## src/rtl/fb_scan_arbiter.sv

```systemverilog
// fb_scan_arbiter
// Shares one single-port RGB565 framebuffer RAM between VGA scan-out reads,
// renderer writes and a whole-buffer clear engine. Scan-out reads own every
// display slot (first pixel of each upscaled source pixel). Clear writes and
// renderer writes fill the remaining cycles. Syncs and the valid flag are
// delayed two cycles so they line up with the RAM read latency.
//
// state  | meaning
// IDLE   | hold register may drain; a latched clear waits for the hold to empty
// CLEAR  | every free cycle writes the clear colour and advances clr_addr
module fb_scan_arbiter #(
  parameter int FB_W       = 160,
  parameter int FB_H       = 120,
  parameter int SCALE_LOG2 = 2,
  parameter int ADDR_W     = 15
) (
  input  logic              vga_clk,
  input  logic              sys_rst_n,
  input  logic [9:0]        pix_x,
  input  logic [9:0]        pix_y,
  input  logic              valid_in,
  input  logic              hsync_in,
  input  logic              vsync_in,
  input  logic              wr_valid,
  output logic              wr_ready,
  input  logic [ADDR_W-1:0] wr_addr,
  input  logic [15:0]       wr_data,
  input  logic              clr_start,
  input  logic [15:0]       clr_color,
  output logic              clr_busy,
  output logic [ADDR_W-1:0] ram_addr,
  output logic              ram_we,
  output logic [15:0]       ram_wdata,
  input  logic [15:0]       ram_rdata,
  output logic [15:0]       pix_data,
  output logic              hsync_out,
  output logic              vsync_out,
  output logic              valid_out
);

  localparam int                NPIX      = FB_W * FB_H;
  localparam logic [ADDR_W-1:0] NPIX_A    = ADDR_W'(NPIX);
  localparam logic [ADDR_W-1:0] LAST_ADDR = ADDR_W'(NPIX - 1);
  localparam logic [ADDR_W-1:0] FB_W_A    = ADDR_W'(FB_W);

  typedef enum logic [0:0] {
    ST_IDLE  = 1'b0,
    ST_CLEAR = 1'b1
  } state_t;

  state_t state_q, state_d;

  // write hold register
  logic              hold_full;
  logic [ADDR_W-1:0] hold_addr;
  logic [15:0]       hold_data;

  // clear engine
  logic              clr_pend;
  logic [ADDR_W-1:0] clr_addr;
  logic [15:0]       clr_color_q;

  // scan pipeline
  logic              slot_d1;
  logic              valid_d1;
  logic              hsync_d1;
  logic              vsync_d1;
  logic [15:0]       word_reg;

  // per-cycle decisions from the arbiter
  logic              clr_step;
  logic              clr_enter;
  logic              hold_drain;

  logic              slot;
  logic [9:0]        src_x;
  logic [9:0]        src_y;
  logic [ADDR_W-1:0] slot_addr;
  logic              wr_fire;
  logic              wr_in_range;

  // A slot is the first display pixel of every upscaled source pixel; the
  // other pixels of the group reuse the word fetched in the slot.
  assign slot      = valid_in && (pix_x[SCALE_LOG2-1:0] == '0);
  assign src_x     = pix_x >> SCALE_LOG2;
  assign src_y     = pix_y >> SCALE_LOG2;
  assign slot_addr = ADDR_W'(src_y) * FB_W_A + ADDR_W'(src_x);

  // Writes are refused while the hold is occupied or a clear is pending or
  // running, so the clear never races a renderer write.
  assign wr_ready    = !hold_full && (state_q == ST_IDLE) && !clr_pend;
  assign wr_fire     = wr_valid && wr_ready;
  assign wr_in_range = (wr_addr < NPIX_A);

  // State register for the clear FSM.
  always_ff @(posedge vga_clk or negedge sys_rst_n) begin
    if (!sys_rst_n) begin
      state_q <= ST_IDLE;
    end else begin
      state_q <= state_d;
    end
  end

  // Arbitration and next state: slot read > clear write > hold write > idle.
  always_comb begin
    state_d    = state_q;
    ram_we     = 1'b0;
    ram_addr   = '0;
    ram_wdata  = '0;
    clr_step   = 1'b0;
    clr_enter  = 1'b0;
    hold_drain = 1'b0;

    if (slot) begin
      ram_addr = slot_addr;
    end else if (state_q == ST_CLEAR) begin
      ram_we    = 1'b1;
      ram_addr  = clr_addr;
      ram_wdata = clr_color_q;
      clr_step  = 1'b1;
      if (clr_addr == LAST_ADDR) begin
        state_d = ST_IDLE;
      end
    end else if (hold_full) begin
      ram_we     = 1'b1;
      ram_addr   = hold_addr;
      ram_wdata  = hold_data;
      hold_drain = 1'b1;
    end

    // A latched clear starts only once the hold has drained.
    if ((state_q == ST_IDLE) && clr_pend && !hold_full) begin
      state_d   = ST_CLEAR;
      clr_enter = 1'b1;
    end
  end

  // Hold register: filled on accept, emptied when its write reaches the RAM.
  // Out-of-range addresses complete the handshake but never fill the hold.
  always_ff @(posedge vga_clk or negedge sys_rst_n) begin
    if (!sys_rst_n) begin
      hold_full <= 1'b0;
      hold_addr <= '0;
      hold_data <= '0;
    end else begin
      if (hold_drain) begin
        hold_full <= 1'b0;
      end
      if (wr_fire && wr_in_range) begin
        hold_full <= 1'b1;
        hold_addr <= wr_addr;
        hold_data <= wr_data;
      end
    end
  end

  // Clear engine bookkeeping: latch request, walk addresses, drop busy after
  // the final address has been written.
  always_ff @(posedge vga_clk or negedge sys_rst_n) begin
    if (!sys_rst_n) begin
      clr_pend    <= 1'b0;
      clr_busy    <= 1'b0;
      clr_addr    <= '0;
      clr_color_q <= '0;
    end else begin
      if (clr_start && !clr_busy) begin
        clr_pend    <= 1'b1;
        clr_busy    <= 1'b1;
        clr_color_q <= clr_color;
      end
      if (clr_enter) begin
        clr_pend <= 1'b0;
        clr_addr <= '0;
      end
      if (clr_step) begin
        clr_addr <= clr_addr + 1'b1;
        if (clr_addr == LAST_ADDR) begin
          clr_busy <= 1'b0;
        end
      end
    end
  end

  // Scan-out pipeline: RAM data arrives one cycle after the slot, the pixel
  // register adds the second cycle; syncs and valid follow the same delay.
  always_ff @(posedge vga_clk or negedge sys_rst_n) begin
    if (!sys_rst_n) begin
      slot_d1   <= 1'b0;
      valid_d1  <= 1'b0;
      hsync_d1  <= 1'b1;
      vsync_d1  <= 1'b1;
      word_reg  <= '0;
      pix_data  <= '0;
      hsync_out <= 1'b1;
      vsync_out <= 1'b1;
      valid_out <= 1'b0;
    end else begin
      slot_d1   <= slot;
      valid_d1  <= valid_in;
      hsync_d1  <= hsync_in;
      vsync_d1  <= vsync_in;
      hsync_out <= hsync_d1;
      vsync_out <= vsync_d1;
      valid_out <= valid_d1;
      if (slot_d1) begin
        word_reg <= ram_rdata;
      end
      if (valid_d1) begin
        pix_data <= slot_d1 ? ram_rdata : word_reg;
      end else begin
        pix_data <= '0;
      end
    end
  end

endmodule
```

## config.mk

```make
export PLATFORM = sky130hd
export DESIGN_NAME = fb_scan_arbiter
export DESIGN_NICKNAME = d
export VERILOG_FILES = /design/src/rtl/fb_scan_arbiter.sv
export SDC_FILE = /design/constraint.sdc
export NUM_CORES = 1
export LEC_CHECK = 0
export ABC_AREA = 1
export CORE_ASPECT_RATIO = 0.8
export CORE_MARGIN = 1
export CORE_UTILIZATION = 53
export DETAILED_ROUTE_END_ITERATION = 10
export MAX_ROUTING_LAYER = met4
export PLACE_DENSITY = 0.94
export SETUP_SLACK_MARGIN = 0.5
export SKIP_LAST_GASP = 1
export SYNTH_ARGS = -nofsm -noshare
export SYNTH_HDL_FRONTEND = slang
export SYNTH_SLANG_ARGS = --single-unit
```

## constraint.sdc

```tcl
create_clock -name vga_clk -period 9.5 [get_ports vga_clk]
set_clock_uncertainty 0.15 [all_clocks]
set_input_delay 2.375 -clock vga_clk [delete_from_list [all_inputs] [get_ports vga_clk]]
set_output_delay 2.375 -clock vga_clk [all_outputs]
set_load 0.05 [all_outputs]
```

# ---- Word-level counts from Yosys, hierarchy flattened
# Index checks and enable logic that the tools add are counted.
dict set report classes {
  muxes 29
  add_sub_neg 2
  order_cmp 1
  mul 1
  n_reduce_logical 15
  n_bitwise 1
  eq_ne 2
}
# operator count
set op_table {}
lappend op_table {{$mux 16} 5}
lappend op_table {{$mux 15} 5}
lappend op_table {{$mux 1} 19}
lappend op_table {{$add 15x1->15 const B} 1}
lappend op_table {{$add 15x8->15} 1}
lappend op_table {{$eq 15x15->1 const B} 1}
lappend op_table {{$lt 15x15->1 const B} 1}
lappend op_table {{$mul 8x3->10 const B} 1}
lappend op_table {{$logic_and 1x1->1} 8}
lappend op_table {{$reduce_bool 2->1} 3}
lappend op_table {{$logic_not 1->1} 3}
lappend op_table {{$logic_not 2->1} 1}
lappend op_table {{$ne 2x1->1 const B} 1}
lappend op_table {{$not 1->1} 1}
dict set report word_totals {
  out_inout_bits 53
  regBits 105
  word_cells 68
  inputBits 90
}

# ---- Depth between registers and ports, before layout
# Gate-level depths: netlist of run 1.
dict set report logic_depth {
  word_depth 6
  mapped_depth 14
}

# ---- Worst setup path before layout of run 1
# No wires, ideal clock.
dict set report synth_timing {
  path_kind {input port to output port}
  startpoint {input port pix_y[3]}
  endpoint {output port ram_addr[13]}
  setup_slack_ns 1.981
  path_buffers 0
  arrival_ns 4.994
  cell_stages 11
  required_ns 6.975
  path_cell_list {ha_1 > ha_1 > inv_1 > fa_1 > nor2_1 > nand3_1 > nor2_1 > nand2_1 > nor2_1 > nor2_1 > o21ai_0}
}
dict set report synth_between {
  elab_chain_len 3
}
# element line
set synth_lines {}
lappend synth_lines {{start, declared} 20} ;# input logic [9:0] pix_y,
lappend synth_lines {{$mul 8x3->10} 87} ;# assign slot_addr = ADDR_W'(src_y) * FB_W_A + ADDR_W'(src_x);
lappend synth_lines {{$add 15x8->15} 87}
lappend synth_lines {{$mux 15} 114} ;# if (slot) begin
lappend synth_lines {{end, declared} 31} ;# output logic [ADDR_W-1:0] ram_addr,
# Every way passes these cells.

# ---- Final worst setup path of run 1
# Same ends and word-level chain as after synthesis.

==> results of run 1 <==
[layer usage]
metal	routed length, µm	global-route usage, %
met1	5621	35.04
met2	6764	46.70
met3	910	4.940
met4	342	9.978
met5	0	-
[logic make-up after synthesis]
kind of cell,after synthesis,synth area share (%)
AOI/OAI and AO/OA,117,14.08
and+or+nand+nor,267,21.44
buffers and inverters,120,9.633
DFF,105,49.80
xor gates and xnor gates,3,0.4971
adders and majority gates,18,4.544
[worst max-delay path by stage]
stage	start	end	slack, ps
4_1_cts	pix_y[3]	ram_addr[13]	1300
6_report	pix_y[3]	ram_addr[13]	1260
2_1_floorplan	pix_y[3]	ram_addr[13]	1980
3_3_place_gp	pix_y[3]	ram_addr[12]	1430
5_1_grt	pix_y[3]	ram_addr[14]	1100
3_5_place_dp	pix_y[3]	ram_addr[13]	1310
[area by class of cell]
type / count / area (µm²) / share of cell area (%)
timing repair buffer: 143 / 1421 / 20.21
multi-input combinational: 405 / 2147 / 30.53
tap: 136 / 170.2 / 2.419
clock inverter: 7 / 72.57 / 1.032
sequential: 105 / 2633 / 37.43
inverter: 97 / 364.1 / 5.177
clock buffer: 9 / 225.2 / 3.202
[worst register-to-register path, stage by stage, from the launching register on]
cell	delay, ps
dfrtp_1	470
nor2_2	210
nand2_1	80
inv_2	100
nand4_4	720
nand2_1	350
o21ai_1	100
[through the flow]
step | utilization [%] | cell area [µm²] | instances | setup WS (ps) | hold WS [ps]
floorplan | - | 5286 | 630 | 1981 | 195.2
global placement | 69.80 | 6735 | 886 | 1431 | 196.3
detailed placement | 69.80 | 6735 | 886 | 1306 | 202.2
CTS | 72.89 | 7033 | 902 | 1301 | 205.8
global route | 72.89 | 7033 | 902 | 1096 | 206.4
finish | 72.89 | 7033 | 902 | 1259 | 205.1
[power by group through the flow]
stage	clock (W)	sequential (W)	combinational [W]
after floorplan	0	0.000543	0.000193
after global placement	0	0.000518	0.000340
after detailed placement	0	0.000522	0.000351
after CTS	0.000368	0.000514	0.000354
after global routing	0.000387	0.000519	0.000379
final	0.000362	0.000514	0.000354
[cell usage in the layout (no fill, tap or decap), types with 3 or more instances in the layout]
master             n
a21oi_1           21
o22ai_1            5
clkbuf_16          9
inv_1             95
a22oi_1            4
buf_4              4
nor2_1            21
nand2_2            4
a31oi_1            5
dfstp_2            4
dfrtp_1          101
o211ai_1           8
o21ai_2           11
o21ai_1           20
nand4_1            4
ha_1              16
a32oi_1           19
nor2_2             5
clkdlybuf4s50_1  139
nand2_1          193
nand3_1           27
o21ai_0           23
nor3_1             3
==> results by group, run 1 <==
Run status
  – Outcome: finished clean

Setup path
  – Cell depth of the worst setup path: 13
  – Maximum fanout along the worst path: 3
  – Worst path slowest cell: clkdlybuf4s50_1
  – Worst flop-to-flop path endpoint: hold_addr[0]$_DFFE_PN0P_
  – Reg2Reg Setup Slack: 7170 ps
  – CP required: around 7000 ps
  – Critical path's largest stage delay: around 860 ps
  – Worst flop-to-flop path startpoint: state_q$_DFFE_PN0P_
  – Worst Path Arrival: 5720 ps
  – CP bufs+invs: 3
  – Crit end category: output pin
  – Critical path type: primary input to output pin
  – CP cell instances: clkdlybuf4s50_1 > ha_1 > ha_1 > inv_1 > fa_1 > nor2_1 > nand3_1 > nor2_1 > nand2_1 > nor2_1 > nor2_1 > o21ai_0 > clkdlybuf4s50_1
  – Crit-path leading delay family: buffers and inverters
  – R2R depth: 6
  – CP most frequent cell: nor2_1
  – Type of origin of the critical path: primary input

Pwr
  – Net Switching: roughly 0.00042 W
  – Int Pwr: about 0.0008 W
  – Sequential share of power: roughly two fifths
  – VDD IR max: about 0.00013 V
  – Total Power: around 0.0012 W
  – Sw frac: between 30% and 40%
  – Clock group share of total power: slightly below 30%
  – PD cells: between 150 and 200 nW/µm²
  – Lkg Pwr: 3.444 nW
  – Combinational Power Share: between 20% and 30%

Clock tree
  – Skew-Pair Late Insertion Delay: around 340 ps
  – PostCTS Resize Cnt: 0
  – CTS buffer count: 9
  – Reg clk slew, reported paths: 70 ps
  – Root Driver: clkbuf_16
  – CTS tree: done
  – Hold Buf Count CTS: 0
  – Bufs on Longest Clock Path: 2
  – Setup Fix Bufs, Post-CTS: 0
  – Num Clock Sinks: roughly 110
  – Max H-tree Level: 3

Logic synthesis
  – Yosys top cell area share: between 40 and 50%
  – Top_reg_cell synth: dfrtp_1
  – Yosys cell types: 38
  – Synthesized area per cell: roughly 8.4 µm²
  – Cell Area, Synth: between 5000 and 6000 µm²
  – Top post-synthesis cells by count: nand2_1 (193), dfrtp_1 (101), inv_1 (95)
  – Most numerous cell in the Yosys netlist: nand2_1
  – Syn_nets: roughly 740
  – Post-synthesis register bit count: around 110
  – Cell taking the most area after synthesis: dfrtp_1
  – EDFF count, synth: 0
  – Post-synthesis sequential area ratio: between 40% and 50%
  – Synth Warn #: 0
  – Top cells by area, synth: dfrtp_1 (48%), nand2_1 (14%), inv_1 (6.7%)
  – Syn Inst Count: 630
  – Post-synthesis async set-or-reset flop share: between 90% and 100%

Timing
  – Period utilization: 86.74%
  – Worst Tran Pin Value: 1267 ps
  – Fin. max-slew vios: 0
  – Final Hold Fails: 0
  – Max Freq: approximately 120 MHz
  – Slew HR: roughly 15%
  – TNS Setup: 0 ps
  – Post-layout minimum cycle time: 8241 ps
  – Final setup violation count: 0
  – RSZ-0062 raised after global routing: false

Floorplanning
  – Row count: 32
  – DIE WIDTH: about 110 µm
  – I/O pin count: between 100 and 150
  – Die ar.: 10380 µm²
  – Die H: 91.33 µm
  – Starting Density: a little over half
  – Core ar.: a little under 10000 µm²

Detailed routing
  – DRC: 0
  – Post-route ant nets: 0
  – Drt first pass iters: 6
  – Via Count: approximately 5000
  – Mean number of vias per cell: 5.430
  – DRT iter0 DRCs: 464
  – Post-Route WL: between 10000 and 15000 µm
  – Wire per inst: around 15 µm

Worst hold path
  – Worst Hold Class: flip-flop to flip-flop
  – Worst hold stages: 0
  – Worst hold endpoint: vsync_out$_DFF_PN1_
  – HP Start: vsync_d1$_DFF_PN1_

Run
  – Max-cap viol count: 0

Layout
  – Area growth, synth to finish: 33.04%
  – Ant. Diodes: 0
  – Layout cells sized above 1: 6.789%
  – Final net count: a little under 900
  – Layout fillers: approximately 670

Place
  – Final estimated routing congestion in global placement: approximately 0.87
  – I/O Buffers: 140
  – Detail Placement HPWL: roughly 9700 µm

Global routing
  – Initial antenna violation count: 0
  – Largest net degree at the start of global routing: 64
  – Overflow after GRT: 0
  – Vias in the first global route: 4963
  – First-pass GRT wire length: about 23000 µm
  – GRT Util Overall: between 20% and 30%
No activity file was read; power rests on OpenSTA's default activity.
==> run 2, diff against run 1 <==
--- a/config.mk
+++ b/config.mk
@@ -8,10 +8,10 @@
 export ABC_AREA = 1
 export CORE_ASPECT_RATIO = 0.8
 export CORE_MARGIN = 1
-export CORE_UTILIZATION = 53
+export CORE_UTILIZATION = 49
 export DETAILED_ROUTE_END_ITERATION = 10
 export MAX_ROUTING_LAYER = met4
-export PLACE_DENSITY = 0.94
+export PLACE_DENSITY = 0.88
 export SETUP_SLACK_MARGIN = 0.5
 export SKIP_LAST_GASP = 1
 export SYNTH_ARGS = -nofsm -noshare
==> constraint.sdc (replaced) <==
create_clock -name vga_clk -period 8.93 [get_ports vga_clk]
set_clock_uncertainty 0.15 [all_clocks]
set_input_delay 2.2325 -clock vga_clk [delete_from_list [all_inputs] [get_ports vga_clk]]
set_output_delay 2.2325 -clock vga_clk [all_outputs]
set_load 0.05 [all_outputs]
==> results by group, run 2 (synthesis results as in run 1) <==
Layout
  – Final net count: between 800 and 900
  – Multi-input gate area: about 2100 µm²
  – Design Area, Final: ~7100 µm²
  – Area growth, synth to finish: 33.89%
  – Commonest non-fill, non-tap cell in the layout: nand2_1
  – Ant. Diodes: 0
  – Layout fillers: 802
  – Layout cells sized above 1: 6.771%
  – Seq. cell area: ~2600 µm²
  – Commonest non-fill, non-tap cells in the layout: nand2_1 (193), clkdlybuf4s50_1 (139), dfrtp_1 (101)

Timing
  – Max Freq: 126.0 MHz
  – Worst Tran Pin Value: roughly 900 ps
  – Period utilization: 88.86%
  – Fin. max-slew vios: 0
  – RSZ-0062 raised after global routing: false
  – Post-route setup slack: 994.9 ps
  – Slew HR: 39.22%
  – Hold WS: a little over 200 ps
  – Final Hold Fails: 0
  – Final setup violation count: 0
  – Post-layout minimum cycle time: roughly 7900 ps
  – TNS Setup: 0 ps

Setup path
  – CP required: 6550 ps
  – Worst flop-to-flop path endpoint: hold_data[5]$_DFFE_PN0P_
  – Worst Path Arrival: about 5600 ps
  – Crit end category: output pin
  – R2R depth: 5
  – Type of origin of the critical path: primary input
  – Reg2Reg Setup Slack: approximately 6700 ps
  – Maximum fanout along the worst path: 3
  – Worst flop-to-flop path startpoint: state_q$_DFFE_PN0P_
  – Critical path type: primary input to output pin

Floorplanning
  – I/O pin count: around 140
  – Starting Density: approximately half
  – Die ar.: 11210 µm²
  – Row count: 33
  – Die H: between 90 and 100 µm
  – DIE WIDTH: approximately 120 µm
  – Core ar.: 10360 µm²

Global routing
  – Vias in the first global route: ~4600
  – First-pass GRT wire length: between 20000 and 25000 µm
  – GRT Util Overall: between 20% and 30%
  – Overflow after GRT: 0
  – Largest net degree at the start of global routing: 64
  – Initial antenna violation count: 0

Clock tree
  – CTS buffer count: 9
  – Bufs on Longest Clock Path: 2
  – Setup Fix Bufs, Post-CTS: 0
  – Root Driver: clkbuf_16
  – Skew-Pair Late Insertion Delay: around 340 ps
  – PostCTS Resize Cnt: 0
  – Num Clock Sinks: 105
  – Hold Buf Count CTS: 0
  – Max H-tree Level: 3
  – CTS tree: done
  – Reg clk slew, reported paths: 60 ps

Worst hold path
  – HP Start: hsync_d1$_DFF_PN1_
  – Worst Hold Class: flip-flop to flip-flop
  – Worst hold stages: 0
  – Worst hold endpoint: hsync_out$_DFF_PN1_

Detailed routing
  – Drt first pass iters: 5
  – M1 WL: approximately 5600 µm
  – Mean number of vias per cell: 5.286
  – DRC: 0
  – DR top layer: met4
  – WL met3: 891 µm
  – Post-route ant nets: 0
  – Post-Route WL: 12820 µm
  – DRT iter0 DRCs: approximately 380
  – WL met2: just over 6000 µm
  – Via Count: 4800
  – Wire per inst: about 14 µm

Pwr
  – PD cells: ~190 nW/µm²
  – VDD IR max: 0.0001724 V
  – Total Power: about 0.0013 W
  – Lkg Pwr: ~3.5 nW

Place
  – Dpl ws: slightly above 1000 ps
  – Final estimated routing congestion in global placement: ~0.85
  – Detail Placement HPWL: approximately 9000 µm
  – I/O Buffers: between 100 and 150
  – Placed Area: 6755 µm²

Run status
  – Outcome: finished clean

Run
  – Max-cap viol count: 0
run 2: changes by cell type in the layout (fill, tap and decap cells not counted):
cell | previous run | this run
bufinv_16 | 0 | 2
inv_8 | 2 | 0
buf_4 | 4 | 6
clkbuf_1 | 0 | 2
clkbuf_8 | 0 | 1
clkinv_8 | 1 | 0
inv_6 | 1 | 0
clkinv_4 | 2 | 1
run 2: routing by layer:
| layer | vias up | GRT usage [%] |
|---|---|---|
| li1 | 2301 | - |
| met1 | 2257 | 30.14 |
| met2 | 221 | 40.49 |
| met3 | 21 | 4.831 |
| met4 | 0 | 6.410 |
| met5 | - | - |
run 2: how the worst max path moves through the flow:
stage / slack, ps / to / from / cells after the start
final: 990 / ram_addr[14] / pix_y[3] / 15
after detailed placement: 1010 / ram_addr[13] / pix_y[3] / 13
after global placement: 1170 / ram_addr[14] / pix_y[3] / 15
after CTS: 1000 / ram_addr[14] / pix_y[3] / 15
after floorplan: 1700 / ram_addr[13] / pix_y[3] / 11
after global routing: 800 / ram_addr[14] / pix_y[3] / 15
run 2: per-stage QoR:
step	utilization (%)	instances
after floorplan	-	630
after global placement	65.18	892
after detailed placement	65.18	892
after CTS	68.30	908
after global routing	68.30	908
final	68.30	908
run 2: final cells by class:
type | instances | area share [%]
sequential | 105 | 37.19
multi-input combinational | 405 | 30.33
timing repair buffer | 145 | 20.29
inverter | 97 | 5.144
clock inverter | 4 | 1.078
clock buffer | 12 | 3.482
tap | 140 | 2.475
run 2: power breakdown:
group	internal (W)	switching, W	total [W]
Clock	0.000254	0.000169	0.000423
Combinational	0.000142	0.000232	0.000373
Sequential	0.000520	0.0000255	0.000546
Total	0.000916	0.000426	0.00134
run 2: critical path, stage by stage:
cell and delay (ps):
clkdlybuf4s50_1 480, ha_1 330, ha_1 240, inv_1 70, fa_1 450, nor2_1 130, nand3_1 90, nor2_1 180
nand2_1 110, nor2_1 160, nand2_1 70, nand2_1 60, nand3_1 60, nand2_1 90, clkdlybuf4s50_1 800
